File: src/rtl/fsm_sched_pkg.sv
// ---------------------------------------------------------------------------
// fsm_sched_pkg
//   Shared definitions for the round-robin sequencer scheduler.
//   Contents:
//     state_t   2-bit scheduler state (IDLE / RUN / DONE, 2'b11 unused)
//     STATE_W   width of the state encoding
// ---------------------------------------------------------------------------
package fsm_sched_pkg;

    localparam int STATE_W = 2;

    // 2'b11 is deliberately left unencoded; the FSM falls back to IDLE on it.
    typedef enum logic [STATE_W-1:0] {
        ST_IDLE = 2'b00,
        ST_RUN  = 2'b01,
        ST_DONE = 2'b10
    } state_t;

endpackage : fsm_sched_pkg

File: src/rtl/rr_pick.sv
// ---------------------------------------------------------------------------
// rr_pick
//   Combinational round-robin picker. Searches req starting at index ptr,
//   wrapping modulo N_REQ, and returns the first set requester.
//   Ports:
//     req     in   N_REQ           request vector
//     ptr     in   clog2(N_REQ)    search start index (always < N_REQ)
//     valid   out  1               at least one request is set
//     winner  out  clog2(N_REQ)    index of the selected requester
// ---------------------------------------------------------------------------
module rr_pick #(
    parameter int N_REQ = 4
) (
    input  logic [N_REQ-1:0]         req,
    input  logic [$clog2(N_REQ)-1:0] ptr,
    output logic                     valid,
    output logic [$clog2(N_REQ)-1:0] winner
);

    localparam int IW = $clog2(N_REQ);

    // Request vector rotated so that position 0 corresponds to ptr.
    logic [N_REQ-1:0] rot_req;
    logic [IW-1:0]    rot_idx [N_REQ];

    generate
        for (genvar gi = 0; gi < N_REQ; gi++) begin : g_rot
            // One extra bit so ptr+gi cannot overflow before the wrap check;
            // explicit subtract keeps non-power-of-2 N_REQ correct.
            logic [IW:0] sum;
            assign sum          = {1'b0, ptr} + (IW+1)'(gi);
            assign rot_idx[gi]  = (sum >= (IW+1)'(N_REQ)) ?
                                  IW'(sum - (IW+1)'(N_REQ)) : sum[IW-1:0];
            assign rot_req[gi]  = req[rot_idx[gi]];
        end
    endgenerate

    // Scan from the far end so the lowest rotated position is written last
    // and therefore wins.
    always_comb begin
        valid  = 1'b0;
        winner = '0;
        for (int k = N_REQ - 1; k >= 0; k--) begin
            if (rot_req[k]) begin
                valid  = 1'b1;
                winner = rot_idx[k];
            end
        end
    end

endmodule : rr_pick

File: src/rtl/fsm_rr_scheduler.sv
// ---------------------------------------------------------------------------
// fsm_rr_scheduler
//   Shares a single 4-phase sequencer between N_REQ requesters. A round-robin
//   winner owns the sequencer for JOB_LEN cycles (RUN), then a one-cycle DONE
//   pulse is issued and the pointer advances past the winner. A job ends
//   early (aborted) if the owner drops its request while running.
//   Ports:
//     clk        in   1               rising-edge clock
//     reset      in   1               synchronous, active-high
//     req        in   N_REQ           level request per requester
//     req_x1     in   N_REQ           per-requester x1 value for its job
//     gnt        out  N_REQ           one-hot grant, zero outside RUN
//     gnt_id     out  clog2(N_REQ)    index of current/last winner
//     seq_start  out  1               pulse in the first RUN cycle
//     seq_x1     out  1               latched x1 of the winner
//     busy       out  1               high during RUN
//     done       out  1               pulse in DONE
//     aborted    out  1               qualifies done: job ended early
//   All outputs come straight from registers.
// ---------------------------------------------------------------------------
module fsm_rr_scheduler
    import fsm_sched_pkg::*;
#(
    parameter int N_REQ   = 4,
    parameter int JOB_LEN = 4
) (
    input  logic                     clk,
    input  logic                     reset,
    input  logic [N_REQ-1:0]         req,
    input  logic [N_REQ-1:0]         req_x1,
    output logic [N_REQ-1:0]         gnt,
    output logic [$clog2(N_REQ)-1:0] gnt_id,
    output logic                     seq_start,
    output logic                     seq_x1,
    output logic                     busy,
    output logic                     done,
    output logic                     aborted
);

    localparam int IW = $clog2(N_REQ);
    // JOB_LEN=1 would give a zero-width counter; keep at least one bit.
    localparam int CW = (JOB_LEN > 1) ? $clog2(JOB_LEN) : 1;

    localparam logic [CW-1:0] CNT_INIT = CW'(JOB_LEN - 1);
    localparam logic [IW-1:0] LAST_ID  = IW'(N_REQ - 1);

    // ---------------------------------------------------------------------
    // State and output registers
    // ---------------------------------------------------------------------
    state_t             state_reg,     state_next;
    logic [CW-1:0]      cnt_reg,       cnt_next;
    logic [IW-1:0]      ptr_reg,       ptr_next;
    logic [N_REQ-1:0]   gnt_reg,       gnt_next;
    logic [IW-1:0]      gnt_id_reg,    gnt_id_next;
    logic               seq_start_reg, seq_start_next;
    logic               seq_x1_reg,    seq_x1_next;
    logic               busy_reg,      busy_next;
    logic               done_reg,      done_next;
    logic               aborted_reg,   aborted_next;

    // ---------------------------------------------------------------------
    // Arbitration
    // ---------------------------------------------------------------------
    logic               pick_valid;
    logic [IW-1:0]      pick_idx;
    logic [N_REQ-1:0]   pick_onehot;
    logic [IW-1:0]      ptr_after;

    rr_pick #(
        .N_REQ (N_REQ)
    ) u_rr_pick (
        .req    (req),
        .ptr    (ptr_reg),
        .valid  (pick_valid),
        .winner (pick_idx)
    );

    generate
        for (genvar gi = 0; gi < N_REQ; gi++) begin : g_onehot
            assign pick_onehot[gi] = (pick_idx == IW'(gi));
        end
    endgenerate

    // Next search start: one past the current owner, wrapping at N_REQ-1.
    assign ptr_after = (gnt_id_reg == LAST_ID) ? '0 : gnt_id_reg + IW'(1);

    // ---------------------------------------------------------------------
    // Sequential part
    // ---------------------------------------------------------------------
    always_ff @(posedge clk) begin
        if (reset) begin
            state_reg     <= ST_IDLE;
            cnt_reg       <= '0;
            ptr_reg       <= '0;
            gnt_reg       <= '0;
            gnt_id_reg    <= '0;
            seq_start_reg <= 1'b0;
            seq_x1_reg    <= 1'b0;
            busy_reg      <= 1'b0;
            done_reg      <= 1'b0;
            aborted_reg   <= 1'b0;
        end else begin
            state_reg     <= state_next;
            cnt_reg       <= cnt_next;
            ptr_reg       <= ptr_next;
            gnt_reg       <= gnt_next;
            gnt_id_reg    <= gnt_id_next;
            seq_start_reg <= seq_start_next;
            seq_x1_reg    <= seq_x1_next;
            busy_reg      <= busy_next;
            done_reg      <= done_next;
            aborted_reg   <= aborted_next;
        end
    end

    // ---------------------------------------------------------------------
    // Next-state and next-output logic
    // ---------------------------------------------------------------------
    always_comb begin
        state_next     = state_reg;
        cnt_next       = cnt_reg;
        ptr_next       = ptr_reg;
        gnt_next       = gnt_reg;
        gnt_id_next    = gnt_id_reg;
        seq_start_next = 1'b0;
        seq_x1_next    = seq_x1_reg;
        busy_next      = busy_reg;
        done_next      = 1'b0;
        aborted_next   = 1'b0;

        case (state_reg)
            ST_IDLE: begin
                gnt_next  = '0;
                busy_next = 1'b0;
                if (pick_valid) begin
                    state_next     = ST_RUN;
                    gnt_next       = pick_onehot;
                    gnt_id_next    = pick_idx;
                    seq_x1_next    = req_x1[pick_idx];
                    seq_start_next = 1'b1;
                    busy_next      = 1'b1;
                    cnt_next       = CNT_INIT;
                end
            end

            ST_RUN: begin
                cnt_next = (cnt_reg != '0) ? cnt_reg - CW'(1) : '0;
                // Owner dropping its request wins over normal expiry, so a
                // drop in the last RUN cycle is still reported as an abort.
                if (!req[gnt_id_reg] || (cnt_reg == '0)) begin
                    state_next   = ST_DONE;
                    done_next    = 1'b1;
                    aborted_next = !req[gnt_id_reg];
                    gnt_next     = '0;
                    busy_next    = 1'b0;
                    seq_x1_next  = 1'b0;
                    ptr_next     = ptr_after;
                end
            end

            ST_DONE: begin
                state_next = ST_IDLE;
            end

            default: begin
                state_next  = ST_IDLE;
                gnt_next    = '0;
                busy_next   = 1'b0;
                seq_x1_next = 1'b0;
            end
        endcase
    end

    assign gnt       = gnt_reg;
    assign gnt_id    = gnt_id_reg;
    assign seq_start = seq_start_reg;
    assign seq_x1    = seq_x1_reg;
    assign busy      = busy_reg;
    assign done      = done_reg;
    assign aborted   = aborted_reg;

endmodule : fsm_rr_scheduler

File: config.mk
export PLATFORM = sky130hd
export DESIGN_NAME = fsm_rr_scheduler
export DESIGN_NICKNAME = d
export VERILOG_FILES = /design/src/rtl/fsm_sched_pkg.sv /design/src/rtl/rr_pick.sv /design/src/rtl/fsm_rr_scheduler.sv
export SDC_FILE = /design/constraint.sdc
export NUM_CORES = 1
export LEC_CHECK = 0
export BUFFER_PORTS_ARGS = -buffer_cell sky130_fd_sc_hd__buf_2
export CAP_MARGIN = 20
export CORE_MARGIN = 4
export CORE_UTILIZATION = 45
export CTS_CLUSTER_SIZE = 25
export DETAILED_ROUTE_END_ITERATION = 8
export MAX_ROUTING_LAYER = met4
export PLACE_DENSITY = 0.81
export SETUP_SLACK_MARGIN = 0.1
export SKIP_CTS_REPAIR_TIMING = 1
export SLEW_MARGIN = 20
export SYNTH_ARGS = -nofsm -noshare
export SYNTH_HDL_FRONTEND = slang
export SYNTH_HIERARCHICAL = 1
export SYNTH_SLANG_ARGS = --single-unit
export TNS_END_PERCENT = 100
File: constraint.sdc
create_clock -name clk -period 2.1 [get_ports clk]
set_input_delay 0.105 -clock clk [delete_from_list [all_inputs] [get_ports clk]]
set_output_delay 0.105 -clock clk [all_outputs]
set_load 0.05 [all_outputs]
==> flow_summary.ini <==
[sta]
tns_ns = 0
fin_crit_ns = 1.80
drv_slew = 0
fmax_mhz = 555
skew_ns = 0.000917
min_period_over_period_pct = 85.8
final-setup-viol-count = 0
rsz0062_at_grt = no
tightestPinTransition_ns = 0.594
slew_headroom_pct = 60.2
finalHoldViolCount = 0

[setup_path]
crit_type = register to register
path_max_fanout = 6
worstSetupStartpointType = register
end_kind = register
critPathArrivalTime_ns = 2.00
required_ns = 2.30

[finish]
final_area_sq_um = 986
layout-drive-gt1-share_pct = 31.8
syn_to_final_growth_pct = 20.1
largest_register_ffs = 4
diodes = 0
nets = 122
fin_util_pct = 57.1

[power]
powerDensity_mw_per_mm2 = 865
power.leakage_nw = 0.402
vdd.ir_drop.worst_mv = 0.298

[logic_synthesis]
synthCells = 88
yosys.cell_types.count = 27
synth_seq_cells = 17
syn_area_sq_um = 821
synth_warnings = 6
ys_seq_area_share_pct = 41.5
syn_nets = 99
avgSynthCellArea_sq_um = 9.33

[detailed_routing]
drt_iter0_drc = 11
routed_wl_microns = 1770
firstDrtPassIters = 4
vias = 728
postRouteAntennaNets = 0
via_per_inst = 5.39
drc = 0
wl_per_cell_microns = 13.1

[cts]
htreeDepth = 1
cts-root-buf = clkbuf_4
clkLatencyLatePin_ns = 0.29
cts.path.max_buffers = 2
cts.sinks = 17
cts_tree = yes
cts_made_buffers = 3
clkSlewWorstSetupHoldPaths_ns = 0.10

[global_route]
grt_overflow = 0
grt_pass1_wl_microns = 3000
grt_pass1_vias = 719
track_usage_pct = 15.8
antenna_found_initial = 0
grt_max_degree = 20

[floorplan]
row_count = 15
initial_utilization_pct = 47.5
core_region_area_sq_mm = 0.00173
die_area_sq_mm = 0.00257
die_h_microns = 50.7
io_pins = 21
fp.dieW_microns = 50.7

[hold_path]
hold_class = input port to register

[place]
place_area_sq_um = 951
dp_hpwl_microns = 1340
routabilityCongestion = 0.798
port_buffers = 20

[run]
maxCapViolations = 0

[outcome]
outcome = finished, final reports clean
-- power breakdown --
part | internal (mW) | total, mW | switching (mW)
sequential | 0.358 | 0.390 | 0.0325
combinational | 0.105 | 0.287 | 0.182
clock | 0.0739 | 0.175 | 0.101
total | 0.537 | 0.853 | 0.316
-- synth_stat cells (all sizes together) --
| cell type | number | share of area [%] |
|---|---|---|
| nand3b | 1 | 0.91 |
| nor4b | 1 | 1.8 |
| inv | 1 | 0.46 |
| nor3b | 2 | 2.4 |
| a21oi | 11 | 8.1 |
| nor2 | 7 | 3.2 |
| nand4 | 1 | 0.76 |
| nand4b | 1 | 1.1 |
| a211oi | 7 | 7.0 |
| nor3 | 2 | 1.2 |
| or2 | 1 | 0.76 |
| clkbuf | 4 | 2.0 |
| nand2 | 7 | 3.2 |
| a31oi | 5 | 3.8 |
| mux2i | 2 | 2.4 |
| nor2b | 5 | 3.8 |
| mux4 | 2 | 5.5 |
| ha | 1 | 1.5 |
| nand2b | 5 | 3.8 |
| mux2 | 1 | 1.4 |
| o21ai | 2 | 1.2 |
| dfxtp | 17 | 41 |
| or3b | 2 | 2.1 |
-- layer usage --
layer	vias to the layer above	GRT usage [%]	part of all wire, %
met1	349	16.2	42
met3	2	2.08	1.6
met5	-	-	0
met2	10	28.7	56
li1	367	-	-
met4	0	8.97	0.57
-- final cells by class --
class	instances	area, sq um
inverter	1	3.75
tap	25	31.3
sequential	17	340
timing repair buffer	22	115
multi-input combinational	66	469
fill	164	741
clock buffer	4	26.3
-- layout by cell type, fill, tap and decap left out, drive strengths merged --
cell type and count:
a211oi 7, a21oi 11, a31oi 5, buf 22
clkbuf 4, dfxtp 17, ha 1, inv 1
mux2 1, mux2i 2, mux4 2, nand2 7
nand2b 5, nand3b 1, nand4 1, nand4b 1
nor2 7, nor2b 5, nor3 2, nor3b 2
nor4b 1, o21ai 2, or2 1, or3b 2
-- worst max-delay path: stages (launching register included) --
cell	delay, ns
dfxtp_1	0.44
mux2i_1	0.26
a211oi_2	0.12
buf_4	0.17
nor4b_4	0.32
a21oi_1	0.12
a211oi_1	0.28
-- final timing paths --
path	start	end	slack, ns	cells after the start
hold reg to reg	cnt_reg[1]	cnt_reg[1]	0.50	2
hold / removal	reset	done	0.18	2
setup reg to reg	ptr_reg[1]	gnt[0]	0.30	6
setup / recovery	ptr_reg[1]	gnt[0]	0.30	6
-- kinds of logic after synthesis --
family,share of synthesized area [%]
simple gates,25.2
flops,41.5
compound gates,20.1
mux,9.30
buf+inv,2.44
fa+ha+maj,1.52
-- per-stage QoR --
step	instances	power (mW)	hold WS (ns)	setup WS (ns)
finish	135	0.853	0.182	0.298
global route	135	0.910	0.201	0.114
CTS	135	0.853	0.182	0.226
detailed placement	131	0.679	0.479	0.272
global placement	131	0.671	0.466	0.412
floorplan	88	0.612	0.409	0.155
No activity file was read; power rests on OpenSTA's default activity.
